## config.mk

```make
export PLATFORM = sky130hd
export DESIGN_NAME = memory_arbiter
export DESIGN_NICKNAME = d
export VERILOG_FILES = /design/src/rtl/memory_arbiter.sv
export SDC_FILE = /design/constraint.sdc
export NUM_CORES = 1
export LEC_CHECK = 0
export BUFFER_PORTS_ARGS = -buffer_cell sky130_fd_sc_hd__buf_2
export CORE_MARGIN = 2
export CORE_UTILIZATION = 45
export DETAILED_ROUTE_END_ITERATION = 8
export GPL_TIMING_DRIVEN = 1
export PLACE_DENSITY = 0.79
export SETUP_SLACK_MARGIN = 0.2
export SYNTH_ARGS = -nofsm -noshare
export SYNTH_HDL_FRONTEND = slang
export SYNTH_SLANG_ARGS = --single-unit
```

## constraint.sdc

```tcl
create_clock -name clock -period 2.2 [get_ports clock]
set_input_delay 0.11 -clock clock [delete_from_list [all_inputs] [get_ports clock]]
set_output_delay 0.11 -clock clock [all_outputs]
set_load 0.01 [all_outputs]
```

## src/rtl/memory_arbiter.sv

```systemverilog
// Shares one memory port between an instruction fetch requester and a data requester
// (load / store / atomic exchange). One transaction is in flight at a time; every output is a register.
module memory_arbiter #(
  parameter int FETCH_STARVE_LIMIT = 4
) (
  input  logic        clock,
  input  logic        reset_n,
  input  logic        f_req,
  input  logic [31:0] f_address,
  output logic        f_grant,
  output logic        f_data_valid,
  output logic [31:0] f_data,
  input  logic        d_req,
  input  logic        d_read,
  input  logic        d_write,
  input  logic [31:0] d_address,
  input  logic [31:0] d_write_data,
  output logic        d_grant,
  output logic        d_done,
  output logic [31:0] d_read_data,
  output logic [31:0] m_address,
  output logic        m_read,
  output logic        m_write,
  output logic [31:0] m_write_data,
  input  logic        m_waitrequest,
  input  logic [31:0] m_read_data,
  input  logic        m_read_data_valid,
  output logic [1:0]  o_dbg_state
);

  localparam int SW = (FETCH_STARVE_LIMIT > 0) ? $clog2(FETCH_STARVE_LIMIT + 1) : 1;
  localparam logic [SW-1:0] STARVE_MAX = SW'(FETCH_STARVE_LIMIT);

  typedef enum logic [1:0] {S_IDLE, S_READ, S_READ_WAIT, S_WRITE} state_t;

  state_t        r_state, w_state_nxt;
  logic          r_is_fetch, w_is_fetch_nxt;
  logic          r_is_cx, w_is_cx_nxt;
  logic [SW-1:0] r_starve, w_starve_nxt;
  logic          r_f_grant, w_f_grant_nxt;
  logic          r_d_grant, w_d_grant_nxt;
  logic          r_f_data_valid, w_f_data_valid_nxt;
  logic          r_d_done, w_d_done_nxt;
  logic          r_m_read, w_m_read_nxt;
  logic          r_m_write, w_m_write_nxt;
  logic [31:0]   r_m_address, w_m_address_nxt;
  logic [31:0]   r_m_write_data, w_m_write_data_nxt;
  logic [31:0]   r_f_data, w_f_data_nxt;
  logic [31:0]   r_d_read_data, w_d_read_data_nxt;

  logic w_data_op, w_starved, w_take_f, w_take_d;
  logic w_rd_accept, w_wr_accept, w_rd_valid;

  // A data request with neither read nor write set is not a request at all.
  assign w_data_op   = d_req && (d_read || d_write);
  assign w_starved   = (r_starve == STARVE_MAX);
  assign w_take_f    = (r_state == S_IDLE) && f_req && (!w_data_op || w_starved);
  assign w_take_d    = (r_state == S_IDLE) && w_data_op && !w_take_f;
  assign w_rd_accept = (r_state == S_READ) && !m_waitrequest;
  assign w_wr_accept = (r_state == S_WRITE) && !m_waitrequest;
  assign w_rd_valid  = (r_state == S_READ_WAIT) && m_read_data_valid;

  always_ff @(posedge clock or negedge reset_n) begin
    if (!reset_n) begin
      r_state        <= S_IDLE;
      r_is_fetch     <= 1'b0;
      r_is_cx        <= 1'b0;
      r_starve       <= '0;
      r_f_grant      <= 1'b0;
      r_d_grant      <= 1'b0;
      r_f_data_valid <= 1'b0;
      r_d_done       <= 1'b0;
      r_m_read       <= 1'b0;
      r_m_write      <= 1'b0;
      r_m_address    <= '0;
      r_m_write_data <= '0;
      r_f_data       <= '0;
      r_d_read_data  <= '0;
    end else begin
      r_state        <= w_state_nxt;
      r_is_fetch     <= w_is_fetch_nxt;
      r_is_cx        <= w_is_cx_nxt;
      r_starve       <= w_starve_nxt;
      r_f_grant      <= w_f_grant_nxt;
      r_d_grant      <= w_d_grant_nxt;
      r_f_data_valid <= w_f_data_valid_nxt;
      r_d_done       <= w_d_done_nxt;
      r_m_read       <= w_m_read_nxt;
      r_m_write      <= w_m_write_nxt;
      r_m_address    <= w_m_address_nxt;
      r_m_write_data <= w_m_write_data_nxt;
      r_f_data       <= w_f_data_nxt;
      r_d_read_data  <= w_d_read_data_nxt;
    end
  end

  always_comb begin
    w_state_nxt = r_state;
    unique case (r_state)
      S_IDLE: begin
        if (w_take_f) w_state_nxt = S_READ;
        else if (w_take_d) w_state_nxt = (d_write && !d_read) ? S_WRITE : S_READ;
      end
      S_READ:      if (w_rd_accept) w_state_nxt = S_READ_WAIT;
      // An exchange keeps the port locked and goes straight on to its write.
      S_READ_WAIT: if (w_rd_valid) w_state_nxt = r_is_cx ? S_WRITE : S_IDLE;
      S_WRITE:     if (w_wr_accept) w_state_nxt = S_IDLE;
      default:     w_state_nxt = S_IDLE;
    endcase
  end

  always_comb begin
    w_f_grant_nxt      = 1'b0;
    w_d_grant_nxt      = 1'b0;
    w_f_data_valid_nxt = 1'b0;
    w_d_done_nxt       = 1'b0;
    w_m_read_nxt       = r_m_read;
    w_m_write_nxt      = r_m_write;
    w_m_address_nxt    = r_m_address;
    w_m_write_data_nxt = r_m_write_data;
    w_f_data_nxt       = r_f_data;
    w_d_read_data_nxt  = r_d_read_data;
    w_is_fetch_nxt     = r_is_fetch;
    w_is_cx_nxt        = r_is_cx;
    w_starve_nxt       = r_starve;

    if (w_take_f) begin
      w_f_grant_nxt   = 1'b1;
      w_m_read_nxt    = 1'b1;
      w_m_address_nxt = f_address;
      w_is_fetch_nxt  = 1'b1;
      w_is_cx_nxt     = 1'b0;
      w_starve_nxt    = '0;
    end else if (w_take_d) begin
      w_d_grant_nxt      = 1'b1;
      w_m_read_nxt       = d_read;
      w_m_write_nxt      = d_write && !d_read;
      w_m_address_nxt    = d_address;
      w_m_write_data_nxt = d_write_data;
      w_is_fetch_nxt     = 1'b0;
      w_is_cx_nxt        = d_read && d_write;
      if (!f_req) w_starve_nxt = '0;
      else if (!w_starved) w_starve_nxt = r_starve + 1'b1;
    end else if ((r_state == S_IDLE) && !f_req) begin
      w_starve_nxt = '0;
    end

    if (w_rd_accept) w_m_read_nxt = 1'b0;

    if (w_rd_valid) begin
      if (r_is_fetch) begin
        w_f_data_valid_nxt = 1'b1;
        w_f_data_nxt       = m_read_data;
      end else begin
        w_d_read_data_nxt = m_read_data;
        if (r_is_cx) w_m_write_nxt = 1'b1;
        else         w_d_done_nxt  = 1'b1;
      end
    end

    if (w_wr_accept) begin
      w_m_write_nxt = 1'b0;
      w_d_done_nxt  = 1'b1;
      w_is_cx_nxt   = 1'b0;
    end
  end

  assign f_grant      = r_f_grant;
  assign f_data_valid = r_f_data_valid;
  assign f_data       = r_f_data;
  assign d_grant      = r_d_grant;
  assign d_done       = r_d_done;
  assign d_read_data  = r_d_read_data;
  assign m_address    = r_m_address;
  assign m_read       = r_m_read;
  assign m_write      = r_m_write;
  assign m_write_data = r_m_write_data;
  assign o_dbg_state  = r_state;

endmodule
```

### After elaboration in Yosys (flattened, before gate mapping)

Index checks and enable logic that the tools add are counted.

* register bits after elaboration: 141
* output and inout port bits: 136

* add/subtract/negate cells: 1
* equal/unequal tests: 9
* mux-type cells: 38
* bitwise logic cells: 2
* reduce and logical (&&, ||, !) cells: 28

Operator list (count)
* two-way mux 32 bit: 2
* two-way mux 1 bit: 23
* two-way mux 3 bit: 5
* two-way mux 2 bit: 7
* logical AND 1 bit: 11
* nonzero test 3 bit: 3
* case mux 2 bit (4 select lines): 1
* AND reduction 2 bit: 4
* != test 2 bit, second input constant: 3
* logical NOT 1 bit: 5
* == test 2 bit, second input constant: 2
* != test 4 bit, second input constant: 1
* AND reduction 4 bit: 1
* adder 3 x 1 -> 3 bit, second input constant: 1
* == test 3 bit, second input constant: 1
* != test 3 bit, second input constant: 1
* == test 2 x 1 -> 1 bit, second input constant: 1
* logical NOT 2 bit: 1
* logical OR 1 bit: 2
* inverter 1 bit: 2
* nonzero test 2 bit: 1

### Logic depth before layout (Yosys ltp)

* depth in word-level cells: 13
* mapped depth: 7

### Worst setup path before layout

No wires, ideal clock.

* path type: register to register
* from: register r_state[1] (netlist: o_dbg_state[1])
* to: register r_m_write_data[10] (netlist: m_write_data[10])
* arrival: 1.888 ns
* data required time: 2.075 ns
* setup slack: 0.187 ns
* cell stages (with the launch flop): 7
* buffers on the path: 3
* path through: dfrtp_1 buf_6 or2_0 clkbuf_1 a311oi_4 buf_6 mux2_2

* word-level cells in the longest chain between the ends: 6
* elaborated cells on any way between the ends: 8

Ends and longest elaborated chain
* start: declaration: RTL line 36 `state_t r_state, w_state_nxt;`
* start signal: assignment: RTL line 80 `r_state <= w_state_nxt;`
* logical NOT 2 bit *: RTL line 57, 58
* logical AND 1 bit (2 in series): RTL line 57 `assign w_take_f = (r_state == S_IDLE) && f_req && (!w_data_op || w_starved);`
* logical NOT 1 bit: RTL line 58 `assign w_take_d = (r_state == S_IDLE) && w_data_op && !w_take_f;`
* logical AND 1 bit: RTL line 58
* AND reduction 2 bit (no source line) *
* end signal: assignment: RTL line 91 `r_m_write_data <= w_m_write_data_nxt;`
* end: declaration: RTL line 47 `logic [31:0] r_m_write_data, w_m_write_data_nxt;`

Every way passes the cells marked *; elsewhere a longest branch is shown, timed or not.
A chain may end at the register's enable or synchronous reset.

### Final worst setup path

* from: register r_state[0] (netlist: o_dbg_state[0])
* to: register r_m_address[28] (netlist: m_address[28])

* word-level cells in the longest chain between the ends: 6
* elaborated cells on any way between the ends: 8

Ends and longest elaborated chain
* logical NOT 2 bit *: RTL line 57, 58
* logical AND 1 bit (2 in series): RTL line 57
* logical NOT 1 bit: RTL line 58
* logical AND 1 bit: RTL line 58
* nonzero test 2 bit (no source line)
* end signal: assignment: RTL line 90 `r_m_address <= w_m_address_nxt;`
* end: declaration: RTL line 46 `logic [31:0] r_m_address, w_m_address_nxt;`

Marked as above.

==> results.txt <==
outcome = finished with violations
failing checks = design-rule violations
final hold viol count = 0
fill cell count = 726
CP max stage delay = 0.50 ns
chip height = 115 µm
startpoint types = flop
cell with the most instances after synthesis = dfrtp_1
Crit Path Category = reg -> reg
Slew HR = 0.569
final WL = 19.4 mm
Synth Warn # = 0
die area = 13,100 µm²
Final #Nets = 984
M2 GR Usage = 0.521
Peak Freq = 522 MHz
Max Slew Vio Count = 0
I/O pin total = 272
Seq/Total Area, Yosys = 0.641
FF+latch area = 3530 µm²
Tcrit/Tclk final = 0.871
Placed Area = 7060 µm²
vias in the first global route = 5,658
Hold WC Path Type = in -> reg
routed vias/inst = 5.34
VDD IR max = 864 µV
top cells by count, synth = dfrtp_1, nand2_1, mux2_2
post-DP HPWL = 10.5 mm
clock group share of total power = 0.263
Initial Util = 0.460
Iter 0 DRT Violations = 519
Tmin final = 1.92 ns
layout cells sized above 1 = 0.443
Synth area leaders = dfrtp_1, mux2_2, nand2_1
critical path arrival = 2.20 ns
critical path fanouts, max = 33
floorplan row count = 40
placer congestion estimate = 0.932
Crit path max-delay family = compound AO/OA/AOI/OAI gates
H-tree levels = 4
GR Util All Layers = 0.296
met1 usage = 0.315
Post-synth EDFFs = 0
largest net degree at the start of global routing = 64
syn nets = 579
Final Cell Area = 9040 µm²
placed instance count = 844
Top Usage Layer GRT = met2
Avg Cell Area, Syn = 12.5 µm²
Net Sw Power = 4.31 mW
met3 usage = 0.0821
CTS resizes = 0
Area Overhead vs Synth = 64.2%
Netlist cell types = 32
multi-input logic area = 1700 µm²
drt drc = 2
Avg WL per Cell = 19.2 µm
antenna-violating nets left = 0
slew at the pin closest to its max-slew limit = 0.639 ns
final std cells w/o fill = 1,006
Critical Path RT = 2.48 ns
Max Cap Violations = 0
#FFs+latches synth = 141
Seq pwr share = 0.371
initial antenna violation count = 0
Sum Neg Setup Slack = 0 ns
Pint = 8.17 mW
later-pin clock latency in the skew report = 0.41 ns
core box area = 12,000 µm²
first-pass GRT wire length = 29.6 mm
CTS tree = yes
Setup Viol. Count Final = 0
PwrDens = 1380 nW/µm²
Lkg Pwr = 4.73 nW
Critical Path Sink Type = flop
CTS max path bufs = 2
Sw Ratio = 0.346
CP cell instances = or2_0 -> buf_4 -> a211oi_4 -> buf_12 -> a222oi_1 -> inv_1
Worst Path Buf+Inv = 3
Async SR Flop Fraction = 1.00
slowest CP cell = dfrtp_1
ys flop type = dfrtp_1
Port-buffer cells = 271
gr ovfl total = 0
Synth Instances = 441
clock skew = 0.00691 ns
number of detailed-route iterations in the first pass = 9
routed vias = 5,375
CTS root buf = clkbuf_16
Die Wd = 115 µm
Combinational Power Share = 0.366
total CTS buffers = 17
post-synth top area share = 0.641
unrepaired setup endpoints after global routing = no
leading area contributor after synthesis = dfrtp_1
Mapped Area = 5510 µm²
Sink Count = 141
Reg clk slew, reported paths = 0.06 ns
## metrics by stage
stage | util | setup slack [ns] | power, mW | hold slack, ns
5_1_grt | 0.756 | 0.227 | 13.1 | 0.0557
3_3_place_gp | 0.590 | 0.402 | 8.55 | 0.109
2_1_floorplan | - | 0.244 | 6.83 | -0.186
4_1_cts | 0.756 | 0.319 | 12.3 | 0.0176
3_5_place_dp | 0.590 | 0.341 | 8.77 | 0.122
6_report | 0.756 | 0.283 | 12.5 | 0.0330
## cell families (layout without fill, tap and decap cells)
family	Yosys count	count (layout)	share of synthesized area
other	0	1	0
AND/OR/NAND/NOR	116	116	0.0836
AO/OA/AOI/OAI	53	53	0.0870
flip-flops	141	141	0.641
buffers and inverters	65	482	0.0532
multiplexers	64	64	0.131
adder cells (fa/ha/maj)	2	2	0.00454
## metal layers
layer  up-vias  wire (µm)
met2       347       9970
met5         -          0
met3        99       1470
met4         0       1150
li1       2330          -
met1      2599       6760
## registers in the layout, indices dropped and copies added (netlist names)
signal and flops:
f_data 32, d_grant 1, m_address 32, m_read 1
r_starve 3, r_is_fetch 1, d_read_data 32, r_is_cx 1
f_data_valid 1, f_grant 1, o_dbg_state 2, d_done 1
m_write_data 32, m_write 1
## path summary, 6_finish.rpt
| kind | slack (ns) | cells after the start | start | end |
|---|---|---|---|---|
| min in group asynchronous | 0.23 | 2 | reset_n | d_read_data[13]$_DFFE_PN0P_ |
| setup / recovery | 0.28 | 6 | o_dbg_state[0]$_DFFE_PN0P_ | m_address[28]$_DFFE_PN0P_ |
| max in group asynchronous | 1.20 | 3 | reset_n | r_starve[0]$_DFFE_PN0P_ |
| hold / removal | 0.03 | 3 | f_req | r_starve[0]$_DFFE_PN0P_ |
| hold reg to reg | 0.47 | 2 | f_data[23]$_DFFE_PN0P_ | f_data[23]$_DFFE_PN0P_ |
| setup reg to reg | 0.28 | 6 | o_dbg_state[0]$_DFFE_PN0P_ | m_address[28]$_DFFE_PN0P_ |
## power by group through the flow
stage	combinational, mW	clock [mW]	sequential (mW)
4_1_cts	4.42	3.30	4.53
6_report	4.57	3.28	4.63
3_5_place_dp	4.23	0	4.54
5_1_grt	4.92	3.42	4.74
2_1_floorplan	1.79	0	5.04
3_3_place_gp	4.10	0	4.45
## layout make-up
type / instances / share of cell area
inverters: 39 / 0.0162
clock inverters: 11 / 0.0235
repair buffers: 412 / 0.309
diodes: 1 / 0.000277
flip-flops and latches: 141 / 0.390
clock buffers: 20 / 0.0516
multi-input cells: 235 / 0.188
well taps: 147 / 0.0203
## repair_timing
item | in CTS | in global routing
setup buffers | 0 | 0
hold buffers | 130 | 0
endpoints found under the hold margin | 189 | 0
## worst min-delay path, stage by stage
cell and delay (ns):
buf_2 0.15, nand2_1 0.07, o21ai_1 0.06
## placed cells by master (no fill, tap or decap), types with 2 or more instances in the layout
cell,count
buf_2,270
dfrtp_1,141
dlygate4sd3_1,130
nand2_1,100
mux2_2,63
inv_1,39
a222oi_1,32
clkbuf_16,17
o21ai_0,9
buf_4,7
nor2_1,6
bufinv_16,6
buf_12,4
clkbuf_8,3
clkinvlp_4,3
nand2b_1,2
o32ai_1,2
ha_1,2
clkinv_2,2
Note: power is estimated with default switching activity, not from simulation.
